==> src/rtl/ifu_prefetch_buffer.sv <==
// ifu_prefetch_buffer: autonomous sequential fetcher feeding decode from a DEPTH-entry {pc, instr} FIFO; redirect flushes the FIFO and drops stale responses.
// Latency: a response taken at edge N is presented on out_* in cycle N+1; a redirect at edge N issues the new request in cycle N+1.
// Backpressure: requests need a free slot counting buffered plus in-flight words, so a stalled decode stops fetch without overflowing the FIFO.
// Optional feature macro IFU_EBREAK_HALT_EN: flag an ebreak word at the head and stop fetching once one has been buffered.
module ifu_prefetch_buffer #(
   parameter int unsigned      WIDTH    = 32,
   parameter int unsigned      DEPTH    = 4,
   parameter logic [WIDTH-1:0] RESET_PC = WIDTH'(32'h8000_0000)
) (
   input  logic             clk,
   input  logic             rst_n,
   input  logic             redirect_valid,
   input  logic [WIDTH-1:0] redirect_pc,
   output logic             mem_req_valid,
   input  logic             mem_req_ready,
   output logic [WIDTH-1:0] mem_req_addr,
   input  logic             mem_rsp_valid,
   input  logic [WIDTH-1:0] mem_rsp_data,
   output logic             out_valid,
   input  logic             out_ready,
   output logic [WIDTH-1:0] out_instr,
   output logic [WIDTH-1:0] out_pc,
   output logic             out_ebreak
);

   localparam int unsigned PW = $clog2(DEPTH);
   localparam int unsigned CW = $clog2(DEPTH + 1);

   logic [WIDTH-1:0] fetch_pc;
   logic [WIDTH-1:0] rsp_pc;
   logic [WIDTH-1:0] fifo_pc    [DEPTH];
   logic [WIDTH-1:0] fifo_instr [DEPTH];
   logic [PW-1:0]    wr_ptr;
   logic [PW-1:0]    rd_ptr;
   logic [CW-1:0]    count;
   logic [CW-1:0]    inflight;
   logic [CW-1:0]    discard;
   logic             halted;
   logic             req_hold;
   logic [CW:0]      occupancy;
   logic             credit_ok;
   logic             req_fire;
   logic             push;
   logic             pop;
   logic [WIDTH-1:0] redirect_base;

   // low two bits of a redirect target are ignored: fetch is always word aligned
   assign redirect_base = redirect_pc & ~WIDTH'(3);

   // a slot is reserved at request time, so buffered plus outstanding words never exceed DEPTH
   assign occupancy = {1'b0, count} + {1'b0, inflight};
   assign credit_ok = occupancy < (CW + 1)'(DEPTH);

   // req_hold keeps an unaccepted request (and its address) stable even if halt sets meanwhile;
   // gating with rst_n keeps the request low while reset is asserted
   assign mem_req_valid = rst_n && !redirect_valid && (req_hold || (!halted && credit_ok));
   assign mem_req_addr  = fetch_pc;
   assign req_fire      = mem_req_valid && mem_req_ready;

   // responses are dropped while stale ones remain, and also during the redirect cycle itself
   assign push = mem_rsp_valid && !redirect_valid && (discard == '0);

   assign out_valid = (count != '0) && !redirect_valid;
   assign pop       = out_valid && out_ready;
   assign out_instr = fifo_instr[rd_ptr];
   assign out_pc    = fifo_pc[rd_ptr];

   // FIFO storage: each kept response is written together with the PC it was fetched from
   always_ff @(posedge clk or negedge rst_n) begin
      if (!rst_n) begin
         for (int i = 0; i < DEPTH; i++) begin
            fifo_pc[i]    <= '0;
            fifo_instr[i] <= '0;
         end
      end else if (push) begin
         fifo_pc[wr_ptr]    <= rsp_pc;
         fifo_instr[wr_ptr] <= mem_rsp_data;
      end
   end

   // fetch/response PCs, FIFO pointers and the outstanding/stale response counters
   always_ff @(posedge clk or negedge rst_n) begin
      if (!rst_n) begin
         fetch_pc <= RESET_PC;
         rsp_pc   <= RESET_PC;
         wr_ptr   <= '0;
         rd_ptr   <= '0;
         count    <= '0;
         inflight <= '0;
         discard  <= '0;
         req_hold <= 1'b0;
      end else if (redirect_valid) begin
         fetch_pc <= redirect_base;
         rsp_pc   <= redirect_base;
         wr_ptr   <= '0;
         rd_ptr   <= '0;
         count    <= '0;
         inflight <= inflight - CW'(mem_rsp_valid);
         // every outstanding response belongs to an abandoned path (inflight already covers
         // the ones marked by an earlier redirect), so all of them except the one dropped now remain to be discarded
         discard  <= inflight - CW'(mem_rsp_valid);
         req_hold <= 1'b0;
      end else begin
         if (req_fire) begin
            fetch_pc <= fetch_pc + WIDTH'(4);
         end
         if (push) begin
            wr_ptr <= wr_ptr + PW'(1);
            rsp_pc <= rsp_pc + WIDTH'(4);
         end
         if (pop) begin
            rd_ptr <= rd_ptr + PW'(1);
         end
         count    <= count + CW'(push) - CW'(pop);
         inflight <= inflight + CW'(req_fire) - CW'(mem_rsp_valid);
         if (mem_rsp_valid && (discard != '0)) begin
            discard <= discard - CW'(1);
         end
         req_hold <= mem_req_valid && !mem_req_ready;
      end
   end

`ifdef IFU_EBREAK_HALT_EN
   localparam logic [WIDTH-1:0] EBREAK = WIDTH'(32'h0010_0073);

   // stop issuing once an ebreak word is buffered; outstanding responses still land, a redirect restarts fetch
   always_ff @(posedge clk or negedge rst_n) begin
      if (!rst_n) begin
         halted <= 1'b0;
      end else if (redirect_valid) begin
         halted <= 1'b0;
      end else if (push && (mem_rsp_data == EBREAK)) begin
         halted <= 1'b1;
      end
   end

   assign out_ebreak = out_valid && (out_instr == EBREAK);
`else
   assign halted     = 1'b0;
   assign out_ebreak = 1'b0;
`endif

endmodule
==> config.mk <==
export PLATFORM = sky130hd
export DESIGN_NAME = ifu_prefetch_buffer
export DESIGN_NICKNAME = d
export VERILOG_FILES = /design/src/rtl/ifu_prefetch_buffer.sv
export SDC_FILE = /design/constraint.sdc
export NUM_CORES = 1
export LEC_CHECK = 0
export BUFFER_PORTS_ARGS = -buffer_cell sky130_fd_sc_hd__buf_4
export CAP_MARGIN = 20
export CORE_MARGIN = 2
export CORE_UTILIZATION = 46
export CTS_CLUSTER_SIZE = 40
export DETAILED_ROUTE_END_ITERATION = 10
export GPL_TIMING_DRIVEN = 0
export PLACE_DENSITY = 0.65
export SLEW_MARGIN = 10
export SYNTH_ARGS = -nofsm -noshare
export SYNTH_HDL_FRONTEND = slang
export SYNTH_SLANG_ARGS = --single-unit
==> constraint.sdc <==
create_clock -name clk -period 8 [get_ports clk]
set_input_delay 0.4 -clock clk [delete_from_list [all_inputs] [get_ports clk]]
set_output_delay 0.4 -clock clk [all_outputs]
set_load 0.01 [all_outputs]
# After elaboration in Yosys (flattened, before gate mapping)
# Cells that the tools add are included.
[op_classes]
reduce_logical = 20
bitwise_logic = 2
add_sub_neg = 11
magnitude_cmp = 4
n_mux = 23
[ops]
columns = ["op", "count"]
rows = [
  ["two-way mux 32 bit", 9],
  ["bitwise mux 128 bit", 2],
  ["binary-select mux 32 bit (select 2 bit)", 2],
  ["adder 32 x 3 -> 32 bit, second input constant", 2],
  ["demux 32 bit (select 2 bit)", 1],
  ["two-way mux 3 bit", 4],
  ["logical AND 1 bit", 10],
  ["subtractor 3 x 1 -> 3 bit", 3],
  ["two-way mux 2 bit", 4],
  ["nonzero test 2 bit", 4],
  ["adder 3 x 1 -> 3 bit", 2],
  ["greater-or-equal comparator 3 bit, second input constant", 2],
  ["NOT 2 -> 3 bit", 2],
  ["nonzero test 3 bit", 2],
  ["adder 2 x 1 -> 2 bit, second input constant", 2],
  ["adder 3 x 3 -> 4 bit", 1],
  ["less-than comparator 4 x 3 -> 1 bit, second input constant", 1],
  ["zero test 3 bit", 1],
  ["less-than comparator 3 x 1 -> 1 bit, second input constant", 1],
  ["subtractor 3 x 1 -> 3 bit, second input constant", 1],
  ["zero test 1 bit", 2],
  ["logical OR 1 bit", 1],
  ["two-way mux 1 bit", 1],
]
[totals]
in_bits = 70
reg_bits = 334
word_cells = 76
output_inout_bits = 99

# Depth between registers and ports, before layout
[logic_depth]
depth_word = 8
depth_mapped = 13
ltp_nobuf = 12

# Worst setup path after synthesis
# Ideal clock, no wire load.
[synth_path]
path_kind = "register -> register"
start = "reg count[2]"
end = "reg inflight[2]"
setup_ns = 0.079
synth_period_minus_slack_ns = 2.953
stages_incl_launch_ff = 14
n_path_buf = 2
slack_ns = 5.047
t_arrival_ns = 2.874
required_time_ns = 7.921
path_cell_list = "dfrtp_1 -> ha_1 -> nor3_1 -> o211a_1 -> inv_2 -> buf_6 -> clkbuf_1 -> ha_1 -> inv_1 -> ha_1 -> fa_1 -> xor2_1 -> o21ai_0 -> xor2_1"
[synth_via]
elab_chain_cells = 8
[synth_rtl]
columns = ["item", "line", "source"]
rows = [
  ["from (decl)", "35", "logic [CW-1:0] count;"],
  ["from (signal assigned)", "114", "count <= count + CW'(push) - CW'(pop);"],
  ["adder 3 x 3 -> 4 bit", "51", "assign occupancy = {1'b0, count} + {1'b0, inflight};"],
  ["less-than comparator 4 x 3 -> 1 bit", "52", "assign credit_ok = occupancy < (CW + 1)'(DEPTH);"],
  ["logical OR 1 bit", "56", "assign mem_req_valid = rst_n && !redirect_valid && (req_hold || (!halted && credit_ok));"],
  ["logical AND 1 bit", "56", ""],
  ["logical AND 1 bit", "58", "assign req_fire = mem_req_valid && mem_req_ready;"],
  ["adder 3 x 1 -> 3 bit", "115", "inflight <= inflight + CW'(req_fire) - CW'(mem_rsp_valid);"],
  ["subtractor 3 x 1 -> 3 bit", "115", ""],
  ["two-way mux 3 bit", "92", "end else if (redirect_valid) begin"],
  ["to (signal assigned)", "98", "inflight <= inflight - CW'(mem_rsp_valid);"],
  ["to (signal assigned)", "115", ""],
  ["to (decl)", "36", "logic [CW-1:0] inflight;"],
]
# Every way passes these cells.
# A chain may end at the register's enable or synchronous reset.

# Worst setup path in the final report
[layout_path]
start = "in rst_n"
end = "reg inflight[2]"
[layout_via]
elab_chain_cells = 6
[layout_rtl]
columns = ["item", "line", "source"]
rows = [
  ["from (decl)", "11", "input logic rst_n,"],
  ["logical AND 1 bit (2 in series)", "56", ""],
  ["logical AND 1 bit", "58", ""],
  ["adder 3 x 1 -> 3 bit", "115", ""],
  ["subtractor 3 x 1 -> 3 bit", "115", ""],
  ["two-way mux 3 bit", "92", ""],
]
# Every way passes these cells.

==> impl_metrics.env <==
export IMPL_status="finished, final reports clean"
export IMPL_crit_path_max_incr_delay_ns=0.57
export IMPL_setup_violations=0
export IMPL_holdPathStages=2
export IMPL_rr_endpoint="inflight[2]$_DFF_PN0_"
export IMPL_ys_warn_count=0
export IMPL_hp_class="primary input to flop"
export IMPL_fin_area_um2=18700
export IMPL_io_buffers=160
export IMPL_num_vias=10600
export IMPL_synth_ff_type="dfrtp_1"
export IMPL_cap_viol_max_count=0
export IMPL_p_leak_nw=8.72
export IMPL_grt_busiest_layer="met2"
export IMPL_ios=169
export IMPL_switchingPower_mw=1.56
export IMPL_wire_per_inst_um=20.4
export IMPL_skew_ns=0.0125
export IMPL_hpwl_um=25900
export IMPL_end_kind="flop"
export IMPL_hold_end="req_hold$_DFF_PN0_"
export IMPL_drt_total_wl_um=37500
export IMPL_cts_tree="built"
export IMPL_initial_core_util=0.464
export IMPL_core_um2=33400
export IMPL_grtUsageMet2=0.346
export IMPL_whs_ns=0.0592
export IMPL_drv_slew=0
export IMPL_finalNonFillerCells=1843
export IMPL_cp_start_kind="primary input"
export IMPL_grt_pass1_vias=10900
export IMPL_ir_drop_mv=0.156
export IMPL_ant_nets=0
export IMPL_grtUsageTotal=0.217
export IMPL_clkPwrFrac=0.325
export IMPL_seqPwrFrac=0.389
export IMPL_rrSetupSlack_ns=4.60
export IMPL_htreeDepth=2
export IMPL_tns_ns=0
export IMPL_antenna_found_initial=0
export IMPL_clk_pin_slew_ns=0.06
export IMPL_grt_max_degree=108
export IMPL_fp_dieW_um=187
export IMPL_drive_gt1_frac=0.417
export IMPL_worst_slew_pin_slew_ns=0.905
export IMPL_synthCells=1160
export IMPL_period_share=0.523
export IMPL_use_met1=0.309
export IMPL_r2r_start="count[2]$_DFF_PN0_"
export IMPL_synth_ff_latch_count=322
export IMPL_r2r_cells=13
export IMPL_place_inst=1775
export IMPL_power_density_nw_per_um2=295
export IMPL_worstPathMaxFanout=105
export IMPL_drc=0
export IMPL_rows=67
export IMPL_clock_sinks=322
export IMPL_syn_avg_cell_area_um2=13.4
export IMPL_synthToLayoutAreaGrowth_pct=20.6
export IMPL_root_buffer="clkbuf_16"
export IMPL_pwr_share_comb=0.286
export IMPL_met3_usage=0.0369
export IMPL_synth_seq_area_share=0.520
export IMPL_critPathArrivalTime_ns=4.62
export IMPL_viasPerCell=5.74
export IMPL_fmax_ghz=0.239
export IMPL_p_int_mw=3.95
export IMPL_min_from="mem_req_ready"
export IMPL_num_nets_final=1455
export IMPL_grt_overflow=0
export IMPL_place_area_um2=17400
export IMPL_gp_congestion=0.883
export IMPL_finalHoldViolCount=0
export IMPL_relSlewSlack=0.392
export IMPL_syn_area_um2=15500
export IMPL_grt_pass1_wl_um=60600
export IMPL_cts_buffers_inserted=37
export IMPL_async_flop_share=1.00
export IMPL_dieArea_um2=35200
export IMPL_drt_pass1_iter_count=5
export IMPL_required_ns=8.43
export IMPL_ys_types=66
export IMPL_path_cells="dlygate4sd3_1 > buf_8 > buf_16 > buf_16 > and3b_1 > o211a_1 > inv_2 > buf_6 > clkbuf_1 > ha_1 > inv_1 > ha_1 > fa_1 > xor2_1 > o21ai_0 > xor2_1"
export IMPL_drtIter0Drc=694
export IMPL_rsz0062_at_grt="false"
export IMPL_min_period_ns=4.18
export IMPL_antennaDiodeCount=0
export IMPL_p_total_mw=5.51
export IMPL_synth_edff_count=0
export IMPL_die_h_um=187
export IMPL_clkLatencyLatePin_ns=0.52
export IMPL_path_class="primary input to flop"
export IMPL_p_sw_frac=0.284
export IMPL_cpMaxStageDelayCell="dlygate4sd3_1"
export IMPL_clk_path_buf_depth=3
[cells in the mapped netlist (all sizes together) (16+ instances only)]
master	count	area (µm²)
mux4	62	1400
ha	16	200
clkbuf	33	124
nand4	35	238
inv	39	146
buf	57	300
mux2	252	2840
nor2	30	113
nor4	19	131
o21ai	16	80.1
nand3	35	175
nand2	57	214
dfrtp	320	8010
[metal layers]
layer / share of wire / vias to the layer above
met2: 0.47 / 383
met4: 0.018 / 0
met1: 0.45 / 5369
met5: 0 / -
li1: - / 4760
met3: 0.062 / 59
[area by class of cell]
cell class                      count  area [µm²]
Clock buffer                       52        1100
Timing Repair Buffer              164        1300
Clock inverter                     15         208
Fill cell                        2816       14700
Multi-Input combinational cell    713        6870
Sequential cell                   322        8060
Buffer                             90         424
Inverter                           39         146
Tap cell                          448         561
[registers in the layout (all words and copies together) (netlist names)]
| signal | cells |
|---|---|
| fifo_instr | 128 |
| fifo_pc | 120 |
| mem_req_addr | 30 |
| rsp_pc | 30 |
| count | 3 |
| discard | 3 |
| inflight | 3 |
| rd_ptr | 2 |
| wr_ptr | 2 |
| req_hold | 1 |
[worst max path at each step]
| stage | cells past startpoint | to | slack (ns) | start |
|---|---|---|---|---|
| final | 16 | inflight[2]$_DFF_PN0_ | 3.82 | rst_n |
| after global placement | 13 | inflight[2]$_DFF_PN0_ | 1.65 | rst_n |
| after global routing | 16 | inflight[2]$_DFF_PN0_ | 3.48 | rst_n |
| after detailed placement | 15 | inflight[2]$_DFF_PN0_ | 3.86 | rst_n |
| after floorplan | 13 | inflight[2]$_DFF_PN0_ | 5.05 | count[2]$_DFF_PN0_ |
| after CTS | 16 | inflight[2]$_DFF_PN0_ | 3.79 | rst_n |
[cell usage in the layout, fill, tap and decap left out, types with 17 or more instances in the layout]
master,instances
mux4_2,62
nor2_1,30
inv_1,37
buf_4,165
nand3_1,35
mux2_1,21
clkbuf_1,38
dfrtp_1,320
nand4_1,32
nor4_1,17
clkbuf_16,39
mux2_2,231
nand2_1,57
buf_2,45
[power groups by stage]
| stage | clock network [mW] | logic [mW] | registers (mW) |
|---|---|---|---|
| after floorplan | 0 | 0.985 | 2.11 |
| after CTS | 1.83 | 1.60 | 2.14 |
| after global placement | 0 | 1.56 | 2.16 |
| after detailed placement | 0 | 1.60 | 2.17 |
| final | 1.79 | 1.58 | 2.14 |
| after global routing | 1.89 | 1.72 | 2.19 |
[what timing repair did]
| action | in CTS | in global routing |
|---|---|---|
| hold endpoints to repair | 11 | 0 |
| setup buffers | 0 | 0 |
| hold buffers | 1 | 0 |
| resized for setup | 0 | 0 |
[worst max-delay path, delay by kind of cell]
family / cells / cell delay (ns)
AND/OR/NAND/NOR: 1 / 0.30
XOR/XNOR: 2 / 0.34
buffers and inverters: 8 / 2.03
AO/OA/AOI/OAI: 2 / 0.41
adder cells (fa/ha/maj): 3 / 0.93
[through the flow]
step           utilization  setup slack (ns)
2_1_floorplan            -              5.05
3_3_place_gp         0.517              1.65
3_5_place_dp         0.520              3.86
4_1_cts              0.560              3.79
5_1_grt              0.560              3.48
6_report             0.560              3.82
[logic make-up after synthesis]
kind of cell    Yosys count  synth area share
compound gates          101            0.0494
xor+xnor                 19            0.0107
fa+ha+maj                18            0.0155
buf+inv                 129            0.0368
flops                   322             0.520
mux                     325             0.280
other cells               1          0.000242
simple gates            245            0.0864
Note: power is estimated with default switching activity, not from simulation.
